===== config.mk =====
export PLATFORM = sky130hd
export DESIGN_NAME = pll_reset_seq
export DESIGN_NICKNAME = d
export VERILOG_FILES = /design/src/rtl/pll_reset_pkg.sv /design/src/rtl/sync_bit.sv /design/src/rtl/pll_reset_seq.sv
export SDC_FILE = /design/constraint.sdc
export NUM_CORES = 1
export LEC_CHECK = 0
export BUFFER_PORTS_ARGS = -buffer_cell sky130_fd_sc_hd__buf_2
export CAP_MARGIN = 20
export CORE_MARGIN = 5
export CORE_UTILIZATION = 41
export CTS_BUF_LIST = sky130_fd_sc_hd__clkbuf_8
export DETAILED_ROUTE_END_ITERATION = 12
export PLACE_DENSITY = 0.62
export SYNTH_ARGS = -nofsm -noshare
export SYNTH_HDL_FRONTEND = slang
export SYNTH_SLANG_ARGS = --single-unit
export TNS_END_PERCENT = 20

===== constraint.sdc =====
create_clock -name clock -period 1.7 [get_ports clock]
set_input_delay 0.34 -clock clock [delete_from_list [all_inputs] [get_ports clock]]
set_output_delay 0.34 -clock clock [all_outputs]
set_load 0.005 [all_outputs]

===== src/rtl/pll_reset_pkg.sv =====
// Shared types and defaults for the PLL reset sequencer.
// Optional lock-loss counting is enabled by the PLL_RESET_LOSS_COUNT_EN macro.
package pll_reset_pkg;

    typedef enum logic [1:0] {
        WAIT_LOCK  = 2'd0,
        STABLE     = 2'd1,
        PERIPH_REL = 2'd2,
        RUN        = 2'd3
    } state_t;

    localparam int DEF_SYNC_STAGES        = 2;
    localparam int DEF_LOCK_STABLE_CYCLES = 1024;
    localparam int DEF_RESET_GAP_CYCLES   = 16;
    localparam int LOSS_COUNT_W           = 8;

    // Width that holds the larger of the two terminal counts without wrapping.
    function automatic int cnt_width(input int a, input int b);
        int m;
        m = (a > b) ? a : b;
        return (m < 1) ? 1 : $clog2(m + 1);
    endfunction

endpackage


===== src/rtl/sync_bit.sv =====
// Multi-flop synchronizer for a single asynchronous bit, async active-high reset to 0.
module sync_bit #(
    parameter int STAGES = 2
) (
    input  logic clock,
    input  logic reset,
    input  logic d,
    output logic q
);

    logic [STAGES-1:0] ff;

    always_ff @(posedge clock or posedge reset) begin
        if (reset) begin
            ff <= '0;
        end else begin
            ff <= {ff[STAGES-2:0], d};
        end
    end

    assign q = ff[STAGES-1];

endmodule


===== src/rtl/pll_reset_seq.sv =====
// PLL lock qualification and staged peripheral/core reset release.
// Define PLL_RESET_LOSS_COUNT_EN to add the saturating lock_loss_count output.
//
// state      | meaning
// WAIT_LOCK  | both resets held, waiting for synchronized lock
// STABLE     | counting consecutive lock cycles, both resets held
// PERIPH_REL | periph_reset released, counting gap before core release
// RUN        | both resets released, ready asserted
module pll_reset_seq
    import pll_reset_pkg::*;
#(
    parameter int SYNC_STAGES        = DEF_SYNC_STAGES,
    parameter int LOCK_STABLE_CYCLES = DEF_LOCK_STABLE_CYCLES,
    parameter int RESET_GAP_CYCLES   = DEF_RESET_GAP_CYCLES
) (
    input  logic       clock,
    input  logic       reset,
    input  logic       pll_lock,
    input  logic       soft_reset_req,
    output logic       periph_reset,
    output logic       core_reset,
    output logic       ready
`ifdef PLL_RESET_LOSS_COUNT_EN
    ,
    output logic [7:0] lock_loss_count
`endif
);

    localparam int CW = cnt_width(LOCK_STABLE_CYCLES, RESET_GAP_CYCLES);

    localparam logic [CW-1:0] CNT_ONE    = CW'(1);
    localparam logic [CW-1:0] STABLE_END = CW'(LOCK_STABLE_CYCLES);
    localparam logic [CW-1:0] GAP_END    = CW'(RESET_GAP_CYCLES - 1);

    logic          lock_s;
    state_t        state, state_next;
    logic [CW-1:0] cnt, cnt_next;
    logic          periph_next, core_next, ready_next;
`ifdef PLL_RESET_LOSS_COUNT_EN
    logic          loss_evt;
`endif

    sync_bit #(
        .STAGES(SYNC_STAGES)
    ) u_lock_sync (
        .clock(clock),
        .reset(reset),
        .d    (pll_lock),
        .q    (lock_s)
    );

    always_ff @(posedge clock or posedge reset) begin
        if (reset) begin
            state        <= WAIT_LOCK;
            cnt          <= '0;
            periph_reset <= 1'b1;
            core_reset   <= 1'b1;
            ready        <= 1'b0;
        end else begin
            state        <= state_next;
            cnt          <= cnt_next;
            periph_reset <= periph_next;
            core_reset   <= core_next;
            ready        <= ready_next;
        end
    end

    always_comb begin
        state_next = state;
        cnt_next   = cnt;
`ifdef PLL_RESET_LOSS_COUNT_EN
        loss_evt   = 1'b0;
`endif
        case (state)
            WAIT_LOCK: begin
                if (soft_reset_req) begin
                    cnt_next = '0;
                end else if (lock_s) begin
                    state_next = STABLE;
                    cnt_next   = CNT_ONE;
                end else begin
                    cnt_next = '0;
                end
            end
            STABLE: begin
                if (soft_reset_req || !lock_s) begin
                    state_next = WAIT_LOCK;
                    cnt_next   = '0;
                end else if (cnt == STABLE_END) begin
                    state_next = PERIPH_REL;
                    cnt_next   = '0;
                end else begin
                    cnt_next = cnt + CNT_ONE;
                end
            end
            PERIPH_REL: begin
                // Lock loss wins over a simultaneous soft request so it is counted.
                if (!lock_s) begin
                    state_next = WAIT_LOCK;
                    cnt_next   = '0;
`ifdef PLL_RESET_LOSS_COUNT_EN
                    loss_evt   = 1'b1;
`endif
                end else if (soft_reset_req) begin
                    state_next = WAIT_LOCK;
                    cnt_next   = '0;
                end else if (cnt == GAP_END) begin
                    state_next = RUN;
                    cnt_next   = '0;
                end else begin
                    cnt_next = cnt + CNT_ONE;
                end
            end
            RUN: begin
                cnt_next = '0;
                if (!lock_s) begin
                    state_next = WAIT_LOCK;
`ifdef PLL_RESET_LOSS_COUNT_EN
                    loss_evt   = 1'b1;
`endif
                end else if (soft_reset_req) begin
                    state_next = WAIT_LOCK;
                end
            end
            default: begin
                state_next = WAIT_LOCK;
                cnt_next   = '0;
            end
        endcase
    end

    // Outputs decoded from the next state so they change on the transition edge.
    always_comb begin
        periph_next = (state_next == WAIT_LOCK) || (state_next == STABLE);
        core_next   = (state_next != RUN);
        ready_next  = (state_next == RUN);
    end

`ifdef PLL_RESET_LOSS_COUNT_EN
    logic [LOSS_COUNT_W-1:0] loss_cnt;

    always_ff @(posedge clock or posedge reset) begin
        if (reset) begin
            loss_cnt <= '0;
        end else if (loss_evt && (loss_cnt != {LOSS_COUNT_W{1'b1}})) begin
            loss_cnt <= loss_cnt + LOSS_COUNT_W'(1);
        end
    end

    assign lock_loss_count = loss_cnt;
`endif

endmodule

# After elaboration in Yosys (flattened, before gate mapping)
# Index checks and enable logic that the tools add are counted.
[totals] regBits=18 latchBits=0 ram_bits=0 mem_bits_ro=0 in_bits=4 output_inout_bits=3 wordCells=38 mem_count=0
[classes] n_addsub=1 n_mul=0 div_mod_pow=0 magnitude_cmp=0 n_eq_ne=8 shift=0 n_mux=18 n_bitwise=0 n_reduce_logical=5
[ops] operator="11-bit two-way mux" n=5
[ops] operator="11-bit case mux with 4 select lines" n=1
[ops] operator="2-bit two-way mux" n=9
[ops] operator="11-bit by 1-bit adder with 11-bit output (second input constant)" n=1
[ops] operator="11-bit == test (second input constant)" n=1
[ops] operator="11-bit by 4-bit == test with 1-bit output (second input constant)" n=1
[ops] operator="2-bit case mux with 4 select lines" n=1
[ops] operator="2-bit == test (second input constant)" n=3
[ops] operator="2-bit by 1-bit == test with 1-bit output (second input constant)" n=2
[ops] operator="2-bit logical NOT" n=2
[ops] operator="1-bit logical OR" n=2
[ops] operator="1-bit two-way mux" n=2
[ops] operator="2-bit != test (second input constant)" n=1
[ops] operator="1-bit logical NOT" n=1

# Depth between registers and ports, before layout
[depth] ltp_word=7 mapped_depth=5 mapped_depth_nobuf=5

# Cells and area by module
# From an unflattened synthesis, not the netlist that was laid out.
[unflattened] cells_unflattened=88 hier_area_um2=959.7
[by_module_without_submodules] mod="pll_reset_seq" n_inst=1 cells_per_inst=85 area_each_um2=905.9 seq_area_each_um2=402.9
[by_module_without_submodules] mod="sync_bit" n_inst=1 cells_per_inst=3 area_each_um2=53.8 seq_area_each_um2=50.0

# Worst setup path after synthesis
# No wires, ideal clock.
[synth_timing] path_type="register to register" from="reg cnt[6]" to="reg state[0]" setup_ns=0.120 arrival_ns=1.719 required_time_ns=1.580 slack_ns=-0.140 stages_incl_launch_ff=5 n_path_buf=1 period_less_slack_ns=1.840 cell_sequence="dfrtp_1 or4_1 buf_2 or4_1 o211a_1"
[synth_via] elab_chain_len=5
[synth_lines] element="from (decl)" line="pll_reset_seq.sv:37" source="logic [CW-1:0] cnt, cnt_next;"
[synth_lines] element="from (signal assigned)" line="pll_reset_seq.sv:61" source="cnt <= cnt_next;"
[synth_lines] element="11-bit by 4-bit == test with 1-bit output" line="pll_reset_seq.sv:107" source="end else if (cnt == GAP_END) begin"
[synth_lines] element="2-bit two-way mux" line="pll_reset_seq.sv:107"
[synth_lines] element="2-bit two-way mux" line="pll_reset_seq.sv:104" source="end else if (soft_reset_req) begin"
[synth_lines] element="2-bit two-way mux" line="pll_reset_seq.sv:98" source="if (!lock_s) begin"
[synth_lines] element="2-bit case mux with 4 select lines (*)" line="pll_reset_seq.sv:74" source="case (state)"
[synth_lines] element="via state_next[0]" line="pll_reset_seq.sv:36" source="state_t state, state_next;"
[synth_lines] element="to (signal assigned)" line="pll_reset_seq.sv:60" source="state <= state_next;"
[synth_lines] element="to (decl)" line="pll_reset_seq.sv:36"
# Mark *: on every way through the listed nets, which the timed path passes. The rest lies on a longest branch.

# Worst setup path after layout
# Same ends and word-level chain as after synthesis.

==> reports/results.ini <==
[global_route]
antenna_found_initial=0
grt_pass1_wl_um=3590
grt_pass1_vias=786
grt.total_usage=0.141
grt_overflow=0
grt_max_degree=19

[synth]
synth_edf_count=0
yosysWarnings=0
synth_top_cell_by_area=dfrtp_1
synth_cell_types=31
synthArstFlopShare=1.00
ys.flop_type=dfrtp_1
synthCells=86
syn-cell-area_um2=931
synth-seq-area-share=0.487
avgSynthCellArea_um2=10.8
ys_ff_latch=18
synth_top_area_frac=0.430
syn_nets=92
ys_top_cells_by_area=dfrtp_1 43%, dfstp_2 5.6%, a221oi_1 5.6%

[drt]
routed_wl_um=2080
first_pass_iters=4
vias=805
via_per_inst=5.88
remaining_drc_errors=0
drt_iter0_drc=18
wl_per_cell_um=15.2
antenna_left=0

[critical_path]
crit_buf_inv=0
worstPathArrival_ns=1.92
timing.rr.end=state[0]$_DFF_PP0_
reg2reg_from=cnt[6]$_DFF_PP0_
critPathTopFamily=simple AND/OR/NAND/NOR gates
crit_chain=or4_4 -> or4_1 -> o211a_1
rrSetupSlack_ns=-0.08
cp.depth=3
critPathRequiredTime_ns=1.85
start_kind=flop
cp_slowest_stage_delay_ns=0.58
crit_slowest_cell=or4_4
crit_fanout=5
ff2ff_path_depth=3
end_kind=flop
critical_path_class=reg -> reg

[clock_network]
clk_latency_ns=0.26
cts_buffer_depth=2
cts_hold_buf=0
cts_sinks=18
cts_max_level=1
cts_buffers=3
cts_root_buffer=clkbuf_8
cts_tree=built
clk_pin_slew_ns=0.07

[finish]
area.sequential_um2=453
layout_common_cells=16 x dfrtp_1, 15 x buf_4, 8 x inv_1
nets=116
num_antenna_cells=0
drive_above_1_share=0.312
multi_input_area_um2=442
final_common_cell=dfrtp_1
syn2layout_area_growth_pct=27.7
final.fill_count=191
layout.cells.non_filler=137

[placed_design]
place_inst=132
port_buffers=6
place_congestion=0.802
hpwl_um=1460

[timing]
finClkSkew_ns=0.00238
setup_viol=11
final.min_clock_period_ns=1.78
hold_viol=0
whs_ns=0.175
fin_setup_tns_ns=-0.458
setup_slack_ns=-0.0766
worst_slew_pin_slew_ns=0.681
final_max_slew_viol_count=0
fmax_mhz=563
relSlewSlack=0.545
grt_setup_unrepaired=yes
timing.final.crit_share=1.05

[run_status]
violations=negative setup slack
status=finished, violations left

[power_and_ir_drop]
peakVddDrop_v=0.000572
powerDensity_nw_per_um2=701
p_leak_nw=0.499

[min_path]
hold_path_class=in -> async

[floorplanning]
fp.dieArea_um2=3320
floorplan.initialDensity=0.425
io_pins=7
die_x_um=57.7
die_h_um=57.7
rows=17
core_um2=2190

[run]
cap_violations=0

[worst max-delay path by stage]
stage / from / slack [ns] / to
floorplan: cnt[9]$_DFF_PP0_ / -0.12 / state[0]$_DFF_PP0_
global placement: cnt[9]$_DFF_PP0_ / -0.12 / state[0]$_DFF_PP0_
detailed placement: cnt[9]$_DFF_PP0_ / -0.16 / state[0]$_DFF_PP0_
CTS: cnt[6]$_DFF_PP0_ / -0.08 / state[0]$_DFF_PP0_
global route: cnt[6]$_DFF_PP0_ / -0.14 / state[0]$_DFF_PP0_
finish: cnt[6]$_DFF_PP0_ / -0.08 / state[0]$_DFF_PP0_
[metal layers]
layer | share of wire | track usage
met1 | 0.43 | 0.169
met2 | 0.49 | 0.226
met3 | 0.037 | 0.0245
met4 | 0.035 | 0.106
met5 | 0 | 0
[final cells by class]
| class | count | area share |
|---|---|---|
| clock buffer | 4 | 0.0463 |
| inverter | 8 | 0.0253 |
| multi-input combinational | 56 | 0.372 |
| sequential | 18 | 0.381 |
| tap | 28 | 0.0295 |
| timing repair buffer | 23 | 0.146 |
[cell families after synthesis]
family | Yosys count | synth area share
DFF | 18 | 0.487
xor gates and xnor gates | 3 | 0.0282
buffers and inverters | 12 | 0.0511
and+or+nand+nor | 25 | 0.168
AOI/OAI and AO/OA | 26 | 0.239
adders and majority gates | 2 | 0.0269
[Yosys cell counts, types with 2 or more instances]
| cell type | n |
|---|---|
| nand4_1 | 2 |
| nand3_1 | 4 |
| or4_1 | 5 |
| o31ai_1 | 3 |
| xor2_1 | 2 |
| buf_2 | 2 |
| dfrtp_1 | 16 |
| inv_1 | 8 |
| o311ai_0 | 2 |
| nor2b_1 | 2 |
| nand2_1 | 3 |
| a221oi_1 | 6 |
| a211oi_1 | 4 |
| ha_1 | 2 |
| dfstp_2 | 2 |
| o21ai_0 | 4 |
| or3_1 | 3 |
| o211a_1 | 2 |
| clkbuf_1 | 2 |
[report_power, final]
part	internal [mW]	switching [mW]	total (mW)
sequential	0.434	0.00449	0.438
clock	0.206	0.146	0.352
combinational	0.0180	0.0258	0.0438
[timing repair]
action                                  CTS  global route
gates resized for setup                   2             2
setup buffers                             1             0
endpoints found under the setup margin   14            14
pin swaps                                 1             0
[flip-flops by register name (all words and copies together), names as in the netlist]
signal,count
cnt,11
u_lock_sync.ff,2
periph_reset,1
state,2
core_reset,1
ready,1
[per-stage QoR]
step	power, mW	cell area [µm²]	worst slack (ns)	util
after floorplan	0.469	940	-0.121	-
after global placement	0.488	1110	-0.123	0.507
after detailed placement	0.489	1110	-0.159	0.507
after CTS	0.843	1180	-0.0771	0.537
after global routing	0.860	1190	-0.135	0.543
final	0.834	1190	-0.0766	0.543
Power figures use the tool's default switching activity.
